$ cat src/rtl/ara_pkg.sv
// rtl/ara_pkg.sv - shared widths and the VRF read command type
package ara_pkg;

    // Wide enough for any vector length in elements this datapath supports.
    localparam int unsigned VlWidth    = 16;
    // Lane-local VRF address of one 64-bit word.
    localparam int unsigned VaddrWidth = 16;

    // eew is log2 of the element size in bytes.
    typedef struct packed {
        logic [4:0]         vs;
        logic [VlWidth-1:0] vl;
        logic [1:0]         eew;
    } vrf_rd_cmd_t;

endpackage

$ cat src/rtl/vrf_read_issuer.sv
// rtl/vrf_read_issuer.sv - credit-gated sequencer of lane-local VRF word reads
//
// Ports:
//   clk_i, rst_i        clock, synchronous active-high reset
//   cmd_i/cmd_valid_i   read command {vs, vl, eew}; accepted when cmd_ready_o
//   vrf_req_o/addr_o    VRF read request and 64-bit word address
//   vrf_gnt_i           bank arbiter grant for the current request
//   operand_issued_o    one pulse per granted read, toward the operand queue
//   operand_consumed_i  operand queue popped one element (returns a credit)
//   busy_o              a command is in flight
module vrf_read_issuer
    import ara_pkg::*;
#(
    parameter int unsigned NrLanes      = 4,
    parameter int unsigned VLEN         = 4096,
    parameter int unsigned DataBufDepth = 2
) (
    input  logic                  clk_i,
    input  logic                  rst_i,
    input  vrf_rd_cmd_t           cmd_i,
    input  logic                  cmd_valid_i,
    output logic                  cmd_ready_o,
    output logic                  vrf_req_o,
    output logic [VaddrWidth-1:0] vrf_addr_o,
    input  logic                  vrf_gnt_i,
    output logic                  operand_issued_o,
    input  logic                  operand_consumed_i,
    output logic                  busy_o
);

    localparam int unsigned WordsPerReg = VLEN / NrLanes / 64;
    localparam int unsigned LaneShift   = $clog2(8 * NrLanes);
    // vl << 3 plus the rounding addend needs four bits beyond vl.
    localparam int unsigned CntWidth    = VlWidth + 4;
    localparam int unsigned CreditWidth = $clog2(DataBufDepth + 1);
    localparam logic [CreditWidth-1:0] CreditMax = CreditWidth'(DataBufDepth);

    typedef enum logic [0:0] {
        IDLE,
        ISSUE
    } state_e;

    state_e                 state_q, state_d;
    vrf_rd_cmd_t            cmd_q, cmd_d;
    logic [CntWidth-1:0]    word_idx_q, word_idx_d;
    logic [CreditWidth-1:0] credit_q, credit_d;

    logic                   grant;
    logic [CntWidth-1:0]    num_words_q;

    // Number of lane-local 64-bit words covering vl elements striped over
    // all lanes; NrLanes is a power of two so the division is a shift.
    function automatic logic [CntWidth-1:0] word_count(input vrf_rd_cmd_t c);
        logic [CntWidth-1:0] bytes;
        bytes = CntWidth'(c.vl) << c.eew;
        return (bytes + CntWidth'(8 * NrLanes - 1)) >> LaneShift;
    endfunction

    assign num_words_q = word_count(cmd_q);

    always_comb begin
        state_d          = state_q;
        cmd_d            = cmd_q;
        word_idx_d       = word_idx_q;
        credit_d         = credit_q;
        cmd_ready_o      = 1'b0;
        vrf_req_o        = 1'b0;
        grant            = 1'b0;
        operand_issued_o = 1'b0;
        busy_o           = (state_q == ISSUE);
        vrf_addr_o       = VaddrWidth'(cmd_q.vs) * VaddrWidth'(WordsPerReg)
                         + VaddrWidth'(word_idx_q);

        case (state_q)
            IDLE: begin
                cmd_ready_o = 1'b1;
                // A zero-length command is consumed without leaving IDLE.
                if (cmd_valid_i && (word_count(cmd_i) != '0)) begin
                    cmd_d      = cmd_i;
                    word_idx_d = '0;
                    state_d    = ISSUE;
                end
            end
            ISSUE: begin
                vrf_req_o        = (credit_q != '0);
                grant            = vrf_req_o && vrf_gnt_i;
                operand_issued_o = grant;
                if (grant) begin
                    word_idx_d = word_idx_q + 1'b1;
                    if (word_idx_q == num_words_q - 1'b1) begin
                        state_d = IDLE;
                    end
                end
            end
            default: state_d = IDLE;
        endcase

        // Grant takes a credit, consume returns one; both together cancel.
        // A grant implies credit != 0, so the decrement cannot wrap.
        if (grant && !operand_consumed_i) begin
            credit_d = credit_q - 1'b1;
        end else if (!grant && operand_consumed_i && (credit_q != CreditMax)) begin
            credit_d = credit_q + 1'b1;
        end
    end

    always_ff @(posedge clk_i) begin
        if (rst_i) begin
            state_q    <= IDLE;
            cmd_q      <= '0;
            word_idx_q <= '0;
            credit_q   <= CreditMax;
        end else begin
            state_q    <= state_d;
            cmd_q      <= cmd_d;
            word_idx_q <= word_idx_d;
            credit_q   <= credit_d;
        end
    end

    // The operand queue can never pop more than was issued to it.
    always_ff @(posedge clk_i) begin
        if (!rst_i) begin
            assert (!(operand_consumed_i && (credit_q == CreditMax)))
                else $error("vrf_read_issuer: consume with full credit");
        end
    end

endmodule

$ cat config.mk
export PLATFORM = sky130hd
export DESIGN_NAME = vrf_read_issuer
export DESIGN_NICKNAME = d
export VERILOG_FILES = /design/src/rtl/ara_pkg.sv /design/src/rtl/vrf_read_issuer.sv
export SDC_FILE = /design/constraint.sdc
export NUM_CORES = 1
export LEC_CHECK = 0
export CAP_MARGIN = 25
export CORE_MARGIN = 5
export CORE_UTILIZATION = 55
export CTS_BUF_LIST = sky130_fd_sc_hd__clkbuf_8 sky130_fd_sc_hd__clkbuf_16
export DETAILED_ROUTE_END_ITERATION = 6
export PLACE_DENSITY = 0.83
export SYNTH_ARGS = -nofsm -noshare
export SYNTH_HDL_FRONTEND = slang
export SYNTH_SLANG_ARGS = --single-unit
$ cat constraint.sdc
create_clock -name clk_i -period 9.1 [get_ports clk_i]
set_input_delay 1.365 -clock clk_i [delete_from_list [all_inputs] [get_ports clk_i]]
set_output_delay 1.365 -clock clk_i [all_outputs]
set_load 0.02 [all_outputs]
Yosys cells after proc, flatten, opt, wreduce, memory -nomap -nowiden
Index checks and enable logic that the tools add are counted.
{ "totals": {"register_bits": 46, "word_cells": 44} }
{ "classes": {"add_sub_neg": 7, "n_eq_ne": 4, "n_mux": 12, "n_reduce_logical": 12, "shifts": 2, "n_bitwise": 1} }
{ "ops": {"columns": ["cell", "n"], "rows": [
  ["$add A20 B5 Y20 const B", 2],
  ["$mux W20", 2],
  ["$pmux W20 S2", 1],
  ["$shl A16 B2 Y20", 2],
  ["$add A20 B1 Y20 const B", 1],
  ["$eq A20 B20 Y1", 1],
  ["$reduce_bool A20 Y1", 1],
  ["$add A9 B16 Y16", 1],
  ["$sub A15 B1 Y16 const B", 1],
  ["$mux W1", 6],
  ["$logic_and A1 B1 Y1", 5],
  ["$mux W2", 2],
  ["$ne A2 B2 Y1 const B", 2],
  ["$reduce_and A2 Y1", 2],
  ["$reduce_bool A2 Y1", 2],
  ["$add A2 B1 Y2 const B", 1],
  ["$logic_not A1 Y1", 2],
  ["$ne A2 B1 Y1 const B", 1],
  ["$pmux W1 S2", 1],
  ["$sub A2 B1 Y2 const B", 1],
  ["$not A1 Y1", 1]
]} }

Logic depth before layout (Yosys ltp)
{ "logic_depth": {"word_depth": 8, "mapped_depth": 13, "ltp_nobuf": 12} }

Least setup slack after synthesis
Ideal clock, no wire load.
{ "synth_timing": {"path_kind": "input to register", "startpoint": "in cmd_i[1] (netlist name)", "endpoint": "reg cmd_q[10] (netlist name)", "path_stages": 11, "setup_ps": 128, "path_slack_ps": 5517, "path_buffers": 3, "arrival_ps": 3455, "cell_sequence": "buf_2 -> o21bai_1 -> nand2_1 -> o311ai_0 -> nor3_1 -> a21o_1 -> a311oi_4 -> buf_2 -> buf_4 -> mux2i_1 -> nor2_1"} }
{ "synth_between": {"elab_chain_cells": 5} }
{ "synth_rtl": {"columns": ["item", "line", "source"], "rows": [
  ["start, declared", "vrf_read_issuer.sv:20", "input vrf_rd_cmd_t cmd_i,"],
  ["$shl A16 B2 Y20", "vrf_read_issuer.sv:55", "bytes = CntWidth'(c.vl) << c.eew;"],
  ["$add A20 B5 Y20", "vrf_read_issuer.sv:56", "return (bytes + CntWidth'(8 * NrLanes - 1)) >> LaneShift;"],
  ["$reduce_bool A20 Y1", "vrf_read_issuer.sv:78", "if (cmd_valid_i && (word_count(cmd_i) != '0)) begin"],
  ["$logic_and A1 B1 Y1", "vrf_read_issuer.sv:78", null],
  ["$reduce_and A2 Y1 (no source line)", null, null],
  ["end signal, assigned", "vrf_read_issuer.sv:115", "cmd_q <= cmd_d;"],
  ["end, declared", "vrf_read_issuer.sv:44", "vrf_rd_cmd_t cmd_q, cmd_d;"]
]} }
No other way between the ends.
A chain may end at the register's enable or synchronous reset.

Final worst setup path
{ "layout_timing": {"startpoint": "in cmd_i[1] (netlist name)", "endpoint": "reg word_idx_q[16]"} }
{ "layout_between": {"elab_chain_cells": 6} }
{ "layout_rtl": {"columns": ["item", "line", "source"], "rows": [
  ["$shl A16 B2 Y20", "vrf_read_issuer.sv:55", null],
  ["$add A20 B5 Y20", "vrf_read_issuer.sv:56", null],
  ["$reduce_bool A20 Y1", "vrf_read_issuer.sv:78", null],
  ["$logic_and A1 B1 Y1", "vrf_read_issuer.sv:78", null],
  ["$ne A2 B2 Y1 (no source line)", null, null],
  ["$reduce_and A2 Y1 (no source line)", null, null],
  ["end signal, assigned", "vrf_read_issuer.sv:116", "word_idx_q <= word_idx_d;"],
  ["end, declared", "vrf_read_issuer.sv:45", "logic [CntWidth-1:0] word_idx_q, word_idx_d;"]
]} }
No other way between the ends.

==> flow_metrics.py <==
metrics = {
    "yosys": {
        "avgSynthCellArea_sq_um": 7.93,
        "synth-edff-count": 0,
        "synth-warning-count": 0,
        "synth.area.top_cells": "dfxtp_1 23%, mux2i_1 8.7%, nor2_1 6.5%, xor2_1 5.7%, xnor2_1 4.6%",
        "ys_dominant_reg_cell": "dfxtp_1",
        "synth_top_area_share_pct": 22.9,
        "synthDistinctLibCells": 65,
        "synth_commonest_cells": "70 x nor2_1, 46 x dfxtp_1, 35 x mux2i_1",
        "syn_area_sq_um": 4020,
        "synth_most_common_cell": "nor2_1",
        "synthArstFlopShare_pct": 0,
        "synth.ff_latch_count": 46,
        "syn-num-nets": 543,
        "yosysTopAreaCell": "dfxtp_1",
        "ys_seq_area_share_pct": 22.9,
        "synthCells": 507,
    },
    "clocking": {
        "cts-root-buf": "clkbuf_8",
        "cts.clk_slew.worst_paths_ns": 0.10,
        "clkSinkCount": 46,
        "clk_latency_ns": 0.31,
        "cts_buffers": 5,
        "cts_resized": 0,
        "post_cts_buffers": 0,
        "cts_tree": "yes",
        "htree_num_levels": 2,
        "ctsLongestPathBuffers": 2,
        "cts_hold_buffers": 0,
    },
    "placement": {
        "io_buffers": 47,
        "dp_hpwl_mm": 7.61,
        "gp_congestion": 0.957,
        "dp.cells": 617,
    },
    "floorplanning": {
        "start_util_pct": 56.0,
        "io_pins": 48,
        "num_rows": 31,
        "die_x_microns": 95.5,
        "coreArea_sq_um": 7180,
        "die_h_microns": 95.5,
        "die_area_sq_um": 9120,
    },
    "critical_path": {
        "critPathArrivalTime_ns": 5.12,
        "cp_max_fo": 35,
        "slowest_stage": "clkdlybuf4s50_1",
        "crit_top_cell": "mux2i_1",
        "endpoint_kind": "flop",
        "path_cells": "clkdlybuf4s50_1 -> mux2i_1 -> mux2i_1 -> o311ai_0 -> nor3_1 -> a21oi_1 -> a311oi_4 -> buf_4 -> or2_2 -> nor2_1",
        "cp_top_family": "buffers and inverters",
        "critPathKind": "input pin to flop",
        "path_buf_inv": 2,
        "slowest_delay_ns": 0.89,
        "start_kind": "input pin",
        "cp.required_ns": 9.30,
    },
    "global_routing": {
        "grt_pass1_vias": 3602,
        "grt_pass1_wl_mm": 17.4,
        "antenna_found_initial": 0,
        "grt_max_degree": 36,
        "overflow": 0,
        "grt_usage_pct": 23.5,
    },
    "final_layout": {
        "antenna_cells": 0,
        "area_growth_pct": 13.3,
        "drive_above_1_share_pct": 5.50,
        "nets": 562,
        "filler_cell_count": 599,
        "final_util_pct": 63.5,
        "layoutNonFillerInstCount": 626,
    },
    "timing": {
        "worst_pin_slew_ns": 0.973,
        "finalHoldViolCount": 0,
        "finClkSkew_ns": 0.0181,
        "rsz0062_at_grt": "no",
        "layout_worst_path_cycle_share_pct": 54.1,
        "setup_violations": 0,
        "slew_violations": 0,
        "slew_headroom_pct": 35.1,
        "fin_crit_ns": 4.92,
        "fmax_mhz": 203,
        "tns_ns": 0,
    },
    "worst_hold_path": {
        "hold_class": "flop to flop",
    },
    "outcome": {
        "outcome": "completed",
    },
    "power_and_ir_drop": {
        "ir_drop_v": 0.0000792,
        "p_leak_nw": 1.79,
        "p_int_mw": 0.342,
        "power_frac_clock_pct": 25.2,
        "cellPowerDensity_nw_per_um2": 116,
        "p_sw_mw": 0.185,
        "combinationalPowerShare_pct": 32.6,
        "switching_share_pct": 35.1,
        "power_frac_seq_pct": 42.2,
    },
    "routing": {
        "viasPerCell": 6.16,
        "first_pass_iters": 5,
        "wire_per_inst_microns": 16.3,
        "vias": 3858,
        "drt-initial-drc-count": 299,
        "ant_nets": 0,
        "drcViolationCount": 0,
        "wirelength_mm": 10.2,
    },
    "flow_run": {
        "maxCapViolations": 0,
    },
}
## path summary, 6_finish.rpt
kind,from,endpoint,slack [ns],depth (start not counted)
setup / recovery,cmd_i[1],word_idx_q[16],4.18,10
hold / removal,cmd_q[2],cmd_q[2],0.49,2
setup reg to reg,cmd_q[0],busy_o,4.82,11
hold reg to reg,cmd_q[2],cmd_q[2],0.49,2
## state kept, by name, summed over array words and instances, names as in the netlist
| register | flops |
|---|---|
| cmd_q | 23 |
| word_idx_q | 20 |
| credit_q | 2 |
| busy_o | 1 |
## kinds of logic (layout without fill, tap and decap cells)
kind of cell / count (synthesis) / count (layout) / share of synthesized area, %
flip-flops: 46 / 46 / 22.9
adder cells (fa/ha/maj): 8 / 8 / 2.68
AO/OA/AOI/OAI: 102 / 102 / 18.0
buffers and inverters: 60 / 80 / 6.82
XOR/XNOR: 47 / 47 / 10.2
multiplexers: 47 / 47 / 15.0
AND/OR/NAND/NOR: 197 / 197 / 24.4
## worst register-to-register path: cells and delay by family (launching register included)
| family | cells | cell delay [ns] |
|---|---|---|
| buf+inv | 1 | 0.16 |
| mux | 1 | 0.74 |
| xor+xnor | 1 | 0.17 |
| fa+ha+maj | 1 | 0.31 |
| compound gates | 5 | 1.08 |
| flops | 1 | 0.97 |
| simple gates | 2 | 0.76 |
## stage by stage
step / power [mW] / area (sq um) / worst slack, ns / hold WS (ns)
floorplan: 0.350 / 4020 / 5.52 / 0.452
global placement: 0.390 / 4440 / 4.08 / 0.468
detailed placement: 0.395 / 4440 / 3.88 / 0.479
CTS: 0.525 / 4530 / 4.20 / 0.502
global route: 0.557 / 4550 / 3.81 / 0.553
finish: 0.528 / 4550 / 4.18 / 0.494
## area by class of cell
| type | count | area [sq um] | area share, % |
|---|---|---|---|
| clock buffer | 5 | 68.8 | 1.51 |
| clock inverter | 3 | 23.8 | 0.522 |
| sequential | 46 | 921 | 20.2 |
| timing repair buffer | 50 | 510 | 11.2 |
| multi-input combinational | 401 | 2820 | 62.0 |
| tap | 99 | 124 | 2.72 |
| inverter | 22 | 82.6 | 1.81 |
## power groups by stage
stage | combinational [mW] | clock (mW) | sequential, mW
after global placement | 0.164 | 0 | 0.226
after detailed placement | 0.168 | 0 | 0.227
final | 0.172 | 0.133 | 0.223
after CTS | 0.169 | 0.134 | 0.223
after floorplan | 0.129 | 0 | 0.220
after global routing | 0.189 | 0.144 | 0.225
## layout by cell type, fill, tap and decap left out, types with 7 or more instances in the layout
cell type and instances:
xor2_1 26, nor3_1 14, and3_1 13, and2_1 8, a21oi_1 27, xnor2_1 21
nand3_1 21, clkdlybuf4s50_1 47, dfxtp_1 46, o21ai_0 13, a21o_1 8, mux2i_1 35
o2111ai_1 11, ha_1 7, nand4_1 7, inv_1 20, nor2_1 70, nand2_1 28
## per-layer routing
| metal | GRT usage, % | wire (microns) |
|---|---|---|
| met3 | 3.00 | 556 |
| met1 | 32.1 | 4500 |
| met5 | 0 | 0 |
| met2 | 38.6 | 4960 |
| met4 | 7.23 | 164 |
Note: power is estimated with default switching activity, not from simulation.
